## src/rtl/toggle_pulse_debouncer.sv

```systemverilog
// Pushbutton conditioner: 2-flop synchroniser, press/release qualification FSM,
// one-cycle toggle pulse per press. Define TPD_AUTOREPEAT_EN to add auto-repeat while held.
module toggle_pulse_debouncer #(
  parameter int unsigned DEBOUNCE_CYCLES = 16,
  parameter int unsigned REPEAT_CYCLES   = 1024
) (
  input  logic       clk,
  input  logic       rst_n,
  input  logic       ena,
  input  logic       btn_in,
  output logic       t_pulse,
  output logic       btn_level,
  output logic [7:0] press_count
);

  localparam int unsigned CNT_W = $clog2(DEBOUNCE_CYCLES);
  localparam int unsigned PC_W  = 8;

  if (DEBOUNCE_CYCLES < 2 || DEBOUNCE_CYCLES > 65536) begin : g_bad_debounce
    $error("DEBOUNCE_CYCLES must be in 2..65536");
  end
  if (REPEAT_CYCLES < 2 || REPEAT_CYCLES > 65536) begin : g_bad_repeat
    $error("REPEAT_CYCLES must be in 2..65536");
  end

  typedef enum logic [1:0] {
    S_IDLE        = 2'd0,
    S_PRESS_CHK   = 2'd1,
    S_PRESSED     = 2'd2,
    S_RELEASE_CHK = 2'd3
  } state_t;

  logic             r_sync1;
  logic             r_sync2;
  logic             w_btn_sync;
  state_t           r_state;
  state_t           w_state_nxt;
  logic [CNT_W-1:0] r_cnt;
  logic [CNT_W-1:0] w_cnt_nxt;
  logic             r_t_pulse;
  logic             w_t_pulse_nxt;
  logic             r_btn_level;
  logic             w_btn_level_nxt;
  logic [PC_W-1:0]  r_press_count;
  logic [PC_W-1:0]  w_press_count_nxt;
  logic             w_cnt_done;
  logic             w_rep_hit;

  // Synchroniser runs independently of ena so the FSM never sees a stale level.
  always_ff @(posedge clk or negedge rst_n) begin
    if (!rst_n) begin
      r_sync1 <= 1'b0;
      r_sync2 <= 1'b0;
    end else begin
      r_sync1 <= btn_in;
      r_sync2 <= r_sync1;
    end
  end

  assign w_btn_sync = r_sync2;
  assign w_cnt_done = (r_cnt == CNT_W'(DEBOUNCE_CYCLES - 1));

  always_ff @(posedge clk or negedge rst_n) begin
    if (!rst_n) begin
      r_state       <= S_IDLE;
      r_cnt         <= '0;
      r_t_pulse     <= 1'b0;
      r_btn_level   <= 1'b0;
      r_press_count <= '0;
    end else begin
      r_state       <= w_state_nxt;
      r_cnt         <= w_cnt_nxt;
      r_t_pulse     <= w_t_pulse_nxt;
      r_btn_level   <= w_btn_level_nxt;
      r_press_count <= w_press_count_nxt;
    end
  end

  always_comb begin
    w_state_nxt       = r_state;
    w_cnt_nxt         = r_cnt;
    w_t_pulse_nxt     = 1'b0;
    w_btn_level_nxt   = r_btn_level;
    w_press_count_nxt = r_press_count;
    if (ena) begin
      case (r_state)
        S_IDLE: begin
          if (w_btn_sync) begin
            w_state_nxt = S_PRESS_CHK;
            w_cnt_nxt   = '0;
          end
        end
        S_PRESS_CHK: begin
          if (!w_btn_sync) begin
            w_state_nxt = S_IDLE;
            w_cnt_nxt   = '0;
          end else if (w_cnt_done) begin
            w_state_nxt       = S_PRESSED;
            w_cnt_nxt         = '0;
            w_t_pulse_nxt     = 1'b1;
            w_btn_level_nxt   = 1'b1;
            w_press_count_nxt = PC_W'(r_press_count + 1'b1);
          end else begin
            w_cnt_nxt = CNT_W'(r_cnt + 1'b1);
          end
        end
        S_PRESSED: begin
          if (!w_btn_sync) begin
            w_state_nxt = S_RELEASE_CHK;
            w_cnt_nxt   = '0;
          end
          if (w_rep_hit) begin
            w_t_pulse_nxt     = 1'b1;
            w_press_count_nxt = PC_W'(r_press_count + 1'b1);
          end
        end
        S_RELEASE_CHK: begin
          if (w_btn_sync) begin
            w_state_nxt = S_PRESSED;
            w_cnt_nxt   = '0;
          end else if (w_cnt_done) begin
            w_state_nxt     = S_IDLE;
            w_cnt_nxt       = '0;
            w_btn_level_nxt = 1'b0;
          end else begin
            w_cnt_nxt = CNT_W'(r_cnt + 1'b1);
          end
        end
        default: begin
          w_state_nxt = S_IDLE;
          w_cnt_nxt   = '0;
        end
      endcase
    end
  end

`ifdef TPD_AUTOREPEAT_EN
  localparam int unsigned REP_W = $clog2(REPEAT_CYCLES);
  logic [REP_W-1:0] r_rep_cnt;

  assign w_rep_hit = (r_state == S_PRESSED) && (r_rep_cnt == REP_W'(REPEAT_CYCLES - 1));

  // Repeat timer restarts on each entry to PRESSED and holds through RELEASE_CHK.
  always_ff @(posedge clk or negedge rst_n) begin
    if (!rst_n) begin
      r_rep_cnt <= '0;
    end else if (ena) begin
      if (w_state_nxt == S_PRESSED && r_state != S_PRESSED) begin
        r_rep_cnt <= '0;
      end else if (r_state == S_PRESSED) begin
        r_rep_cnt <= w_rep_hit ? '0 : REP_W'(r_rep_cnt + 1'b1);
      end
    end
  end
`else
  assign w_rep_hit = 1'b0;
`endif

  assign t_pulse     = r_t_pulse;
  assign btn_level   = r_btn_level;
  assign press_count = r_press_count;

endmodule

```

## config.mk

```make
export PLATFORM = sky130hd
export DESIGN_NAME = toggle_pulse_debouncer
export DESIGN_NICKNAME = d
export VERILOG_FILES = /design/src/rtl/toggle_pulse_debouncer.sv
export SDC_FILE = /design/constraint.sdc
export NUM_CORES = 1
export LEC_CHECK = 0
export CAP_MARGIN = 20
export CORE_MARGIN = 1
export CORE_UTILIZATION = 48
export DETAILED_ROUTE_END_ITERATION = 16
export PLACE_DENSITY = 0.85
export SYNTH_ARGS = -nofsm -noshare
export SYNTH_HDL_FRONTEND = slang
export SYNTH_SLANG_ARGS = --single-unit
```

## constraint.sdc

```tcl
create_clock -name clk -period 3.7 [get_ports clk]
set_clock_uncertainty 0.05 [all_clocks]
set_input_delay 0.74 -clock clk [delete_from_list [all_inputs] [get_ports clk]]
set_output_delay 0.74 -clock clk [all_outputs]
set_load 0.03 [all_outputs]
```

After elaboration in Yosys (flattened, before gate mapping). Cells that the tools add are included.

Register bits: 18. Input port bits: 4. Output and inout bits: 10. Word-level logic and storage cells: 49.

Add/sub/neg operators: 2. Equality and inequality tests: 12. Mux-type cells: 22. Reduce and logical (&&, ||, !) cells: 6.

Operator list (count): two-way mux 4 bit (5); case mux 4 bit (4 select lines) (1); two-way mux 2 bit (6); inequality test 2 bit, second input constant (6); adder 8 x 1 -> 8 bit, second input constant (1); two-way mux 1 bit (8); case mux 2 bit (4 select lines) (1); inequality test 3 bit, second input constant (2); AND reduction 6 bit (1); AND reduction 5 bit (1); adder 4 x 1 -> 4 bit, second input constant (1); == test 2 bit, second input constant (2); == test 4 bit, second input constant (1); AND reduction 4 bit (1); AND reduction 3 bit (1); == test 2 x 1 -> 1 bit, second input constant (1); zero test 2 bit (1); case mux 1 bit (2 select lines) (1); nonzero test 2 bit (1).

Depth between registers and ports, before layout.
Word-level depth: 5. Depth in mapped cells: 6. Depth with buffers taken out: 5.

Worst setup path after synthesis. Ideal clock, no wire load.

Kind: input -> register. Start: in ena. End: reg r_press_count[1], in the netlist press_count[1]. Library setup time: 127 ps. Arrival time: 1608 ps. Required time: 3523 ps. Slack: 1914 ps. Stages on the path: 4. Path buffers: 2. Cell sequence: clkbuf_1 > and4_1 > buf_6 > mux2_1.

Word-level cells in the longest chain between the ends: 1.

Ends and longest elaborated chain: start, declared (RTL line 9) `input logic ena,`; AND reduction 4 bit (no source line); end signal, assigned (RTL line 75) `r_press_count <= w_press_count_nxt;`; end, declared (RTL line 44) `logic [PC_W-1:0] r_press_count;`.

No other way between the ends. A chain may end at the register's enable or synchronous reset.

Final worst setup path.
Start: reg r_press_count[4], in the netlist press_count[4]. End: out press_count[4].

RTL lines: end, declared (RTL line 13) `output logic [7:0] press_count`.

No word-level cell between the ends.

==> impl_metrics.toml <==
[run_status]
status = "completed"

[die]
die_x_um = 42.33
core_um2 = 1506
io_pins = 14
rows = 14
die_h_um = 42.33
initial_utilization_pct = 51.83
die_area_um2 = 1792

[job]
maxCapViolCount = 0

[power]
p_clk_share_pct = 34.7
power_frac_seq_pct = 60.6
power.leakage_nw = 0.4320
vdd_drop_max_v = 0.0002569
power_frac_comb_pct = 4.7
p_per_area_nw_per_um2 = 356.9
p_int_mw = 0.2682
total_power_mw = 0.3398
switching_share_pct = 21.07
p_sw_mw = 0.07161

[final_layout]
nNetsFinal = 89
diodes = 0
fill_cells = 123
layout-drive-gt1-share_pct = 6.098
area_delta_synth_final_pct = 21.96
multi_input_area_um2 = 304.0
fin_util_pct = 63.21
fin_area_um2 = 952.2
final-seq-area_um2 = 450.4

[worst_setup_path]
crit_buf_inv = 1
max_stage_delay_ps = 690
reg2reg_to = "press_count[1]"
cp-start-kind = "flip-flop"
cp_slowest_cell = "clkdlybuf4s50_1"
r2r_cells = 4
endpoint_kind = "output pin"
crit_arrival_ps = 1400
crit_family = "buffers and inverters"
crit_chain = "clkdlybuf4s50_1"
r2r-start = "r_cnt[0]"
r2r_slack_ps = 1860
path_class = "reg -> out"
worstPathRequired_ps = 2910
path_max_fanout = 5

[timing]
tightest_slew_ps = 741.1
max_freq_mhz = 457.1
fin_crit_sh_pct = 59.12
finalSetupTns_ps = 0
setup_viol = 0
slew_headroom_pct = 50.44
rsz0062_at_grt = "no"
hold_viol = 0
finalMaxSlewViolations = 0
hold_ws_ps = 309.6
fin_crit_ps = 2188

[synthesis]
synth_top_area_share_pct = 57.69
yosysWarnings = 0
synth.area.top_cells = "dfrtp_1, xnor2_1, o21ai_0"
synth_edf_count = 0
synth_area_per_cell_um2 = 11.65
synth_cell_types = 20
synth.most_common_cell = "dfrtp_1"
synth_fp_nets = 73
ys_seq_area_share_pct = 57.69
synthArstFlopShare_pct = 100.0
netlist_top_cells_count = "dfrtp_1, o21ai_0, xnor2_1"
synth_cells = 67
netlist_area_um2 = 780.7
synth_area_leader_cell = "dfrtp_1"
ys.flop_type = "dfrtp_1"
ys_ff_latch = 18

[detailed_routing]
drt_iter0_markers = 9
wl_per_cell_um = 11.40
viasPerCell = 5.316
via_count = 521
firstDrtPassIters = 4
ant_nets = 0
drt-total-wl_um = 1117
drc = 0

[global_routing]
grt_start_max_net_pins = 19
grt_pass1_vias = 407
overflow = 0
globalRouteTotalUtil_pct = 13.82
antenna_found_initial = 0
grt_pass1_wl_um = 1745

[clock_network]
hold_buffers = 0
tritoncts = "yes"
cts.path.max_buffers = 2
cts_root_buf = "clkbuf_4"
cts.clk_slew.worst_paths_ps = 90
clkLatencyLatePin_ps = 290
ctsResizeCount = 0
cts_max_level = 1
cts_buffers = 3
numClockSinks = 18
cts_setup_buffers = 0

[placed_design]
placed_area_um2 = 915.9
port_buffers = 13
dp_hpwl_um = 825
gp_congestion = 0.7497

[hold_path]
whs_endpoint = "r_sync2"
min-delay-start = "r_sync1"
hold_path_depth = 0
hold_path_class = "reg -> reg"
-- how the worst max path moves through the flow --
stage / depth (start not counted) / from / slack [ps] / to
after CTS: 1 / press_count[4] / 1490 / press_count[4]
after floorplan: 4 / ena / 1910 / press_count[1]
after detailed placement: 3 / ena / 1360 / press_count[1]
after global placement: 3 / ena / 1410 / press_count[1]
final: 1 / press_count[4] / 1510 / press_count[4]
after global routing: 1 / press_count[4] / 1450 / press_count[4]
-- routing by layer --
metal / up-vias / track usage [%] / wire, um
met5: - / 0 / 0
met3: 2 / 6.466 / 59
met4: 0 / 7.500 / 13
met1: 236 / 17.92 / 569
li1: 266 / - / -
met2: 17 / 19.08 / 475
-- power groups by stage --
stage | Combinational, mW | Clock (mW) | Sequential [mW]
6_report | 0.0160 | 0.118 | 0.206
5_1_grt | 0.0198 | 0.133 | 0.207
2_1_floorplan | 0.00848 | 0 | 0.209
4_1_cts | 0.0165 | 0.121 | 0.206
3_5_place_dp | 0.0166 | 0 | 0.210
3_3_place_gp | 0.0161 | 0 | 0.210
-- flip-flops by register name, summed over array words and instances (netlist names), named ones only --
| signal | count |
|---|---|
| press_count | 8 |
| r_cnt | 4 |
| btn_level | 1 |
| r_state | 1 |
| r_sync1 | 1 |
| r_sync2 | 1 |
| t_pulse | 1 |
-- final cells by class --
type | count | share of cell area (%)
multi-input combinational | 44 | 31.93
inverter | 3 | 1.183
timing repair buffer | 13 | 13.67
sequential | 18 | 47.31
clock buffer | 4 | 3.811
tap | 16 | 2.102
-- metrics by stage --
stage | instances | setup slack, ps
after floorplan | 67 | 1914
after global placement | 94 | 1410
after detailed placement | 94 | 1358
after CTS | 98 | 1494
after global routing | 98 | 1450
final | 98 | 1512
-- kinds of logic (layout without fill, tap and decap cells) --
logic type               Yosys count  in the layout  share of synthesized area [%]
flip-flops                        18             18                          57.69
AO/OA/AOI/OAI                     12             12                          9.295
XOR/XNOR                           8              8                          8.975
multiplexers                       2              2                          2.884
AND/OR/NAND/NOR                   20             20                          14.58
adder cells (fa/ha/maj)            2              2                          3.205
buffers and inverters              5             20                          3.365
-- placed cells by master, fill, tap and decap left out --
master,count
dfrtp_1,18
clkdlybuf4s50_1,13
o21ai_0,7
xnor2_1,6
nand2_1,5
nand3_1,4
inv_1,3
and2_1,3
nand4_1,3
clkbuf_4,3
and4_1,2
and3_1,2
xor2_1,2
a22o_1,2
a21oi_1,2
ha_1,2
mux2_1,1
a32o_1,1
nand3b_1,1
mux2_2,1
clkbuf_8,1
No activity file was read; power rests on OpenSTA's default activity.
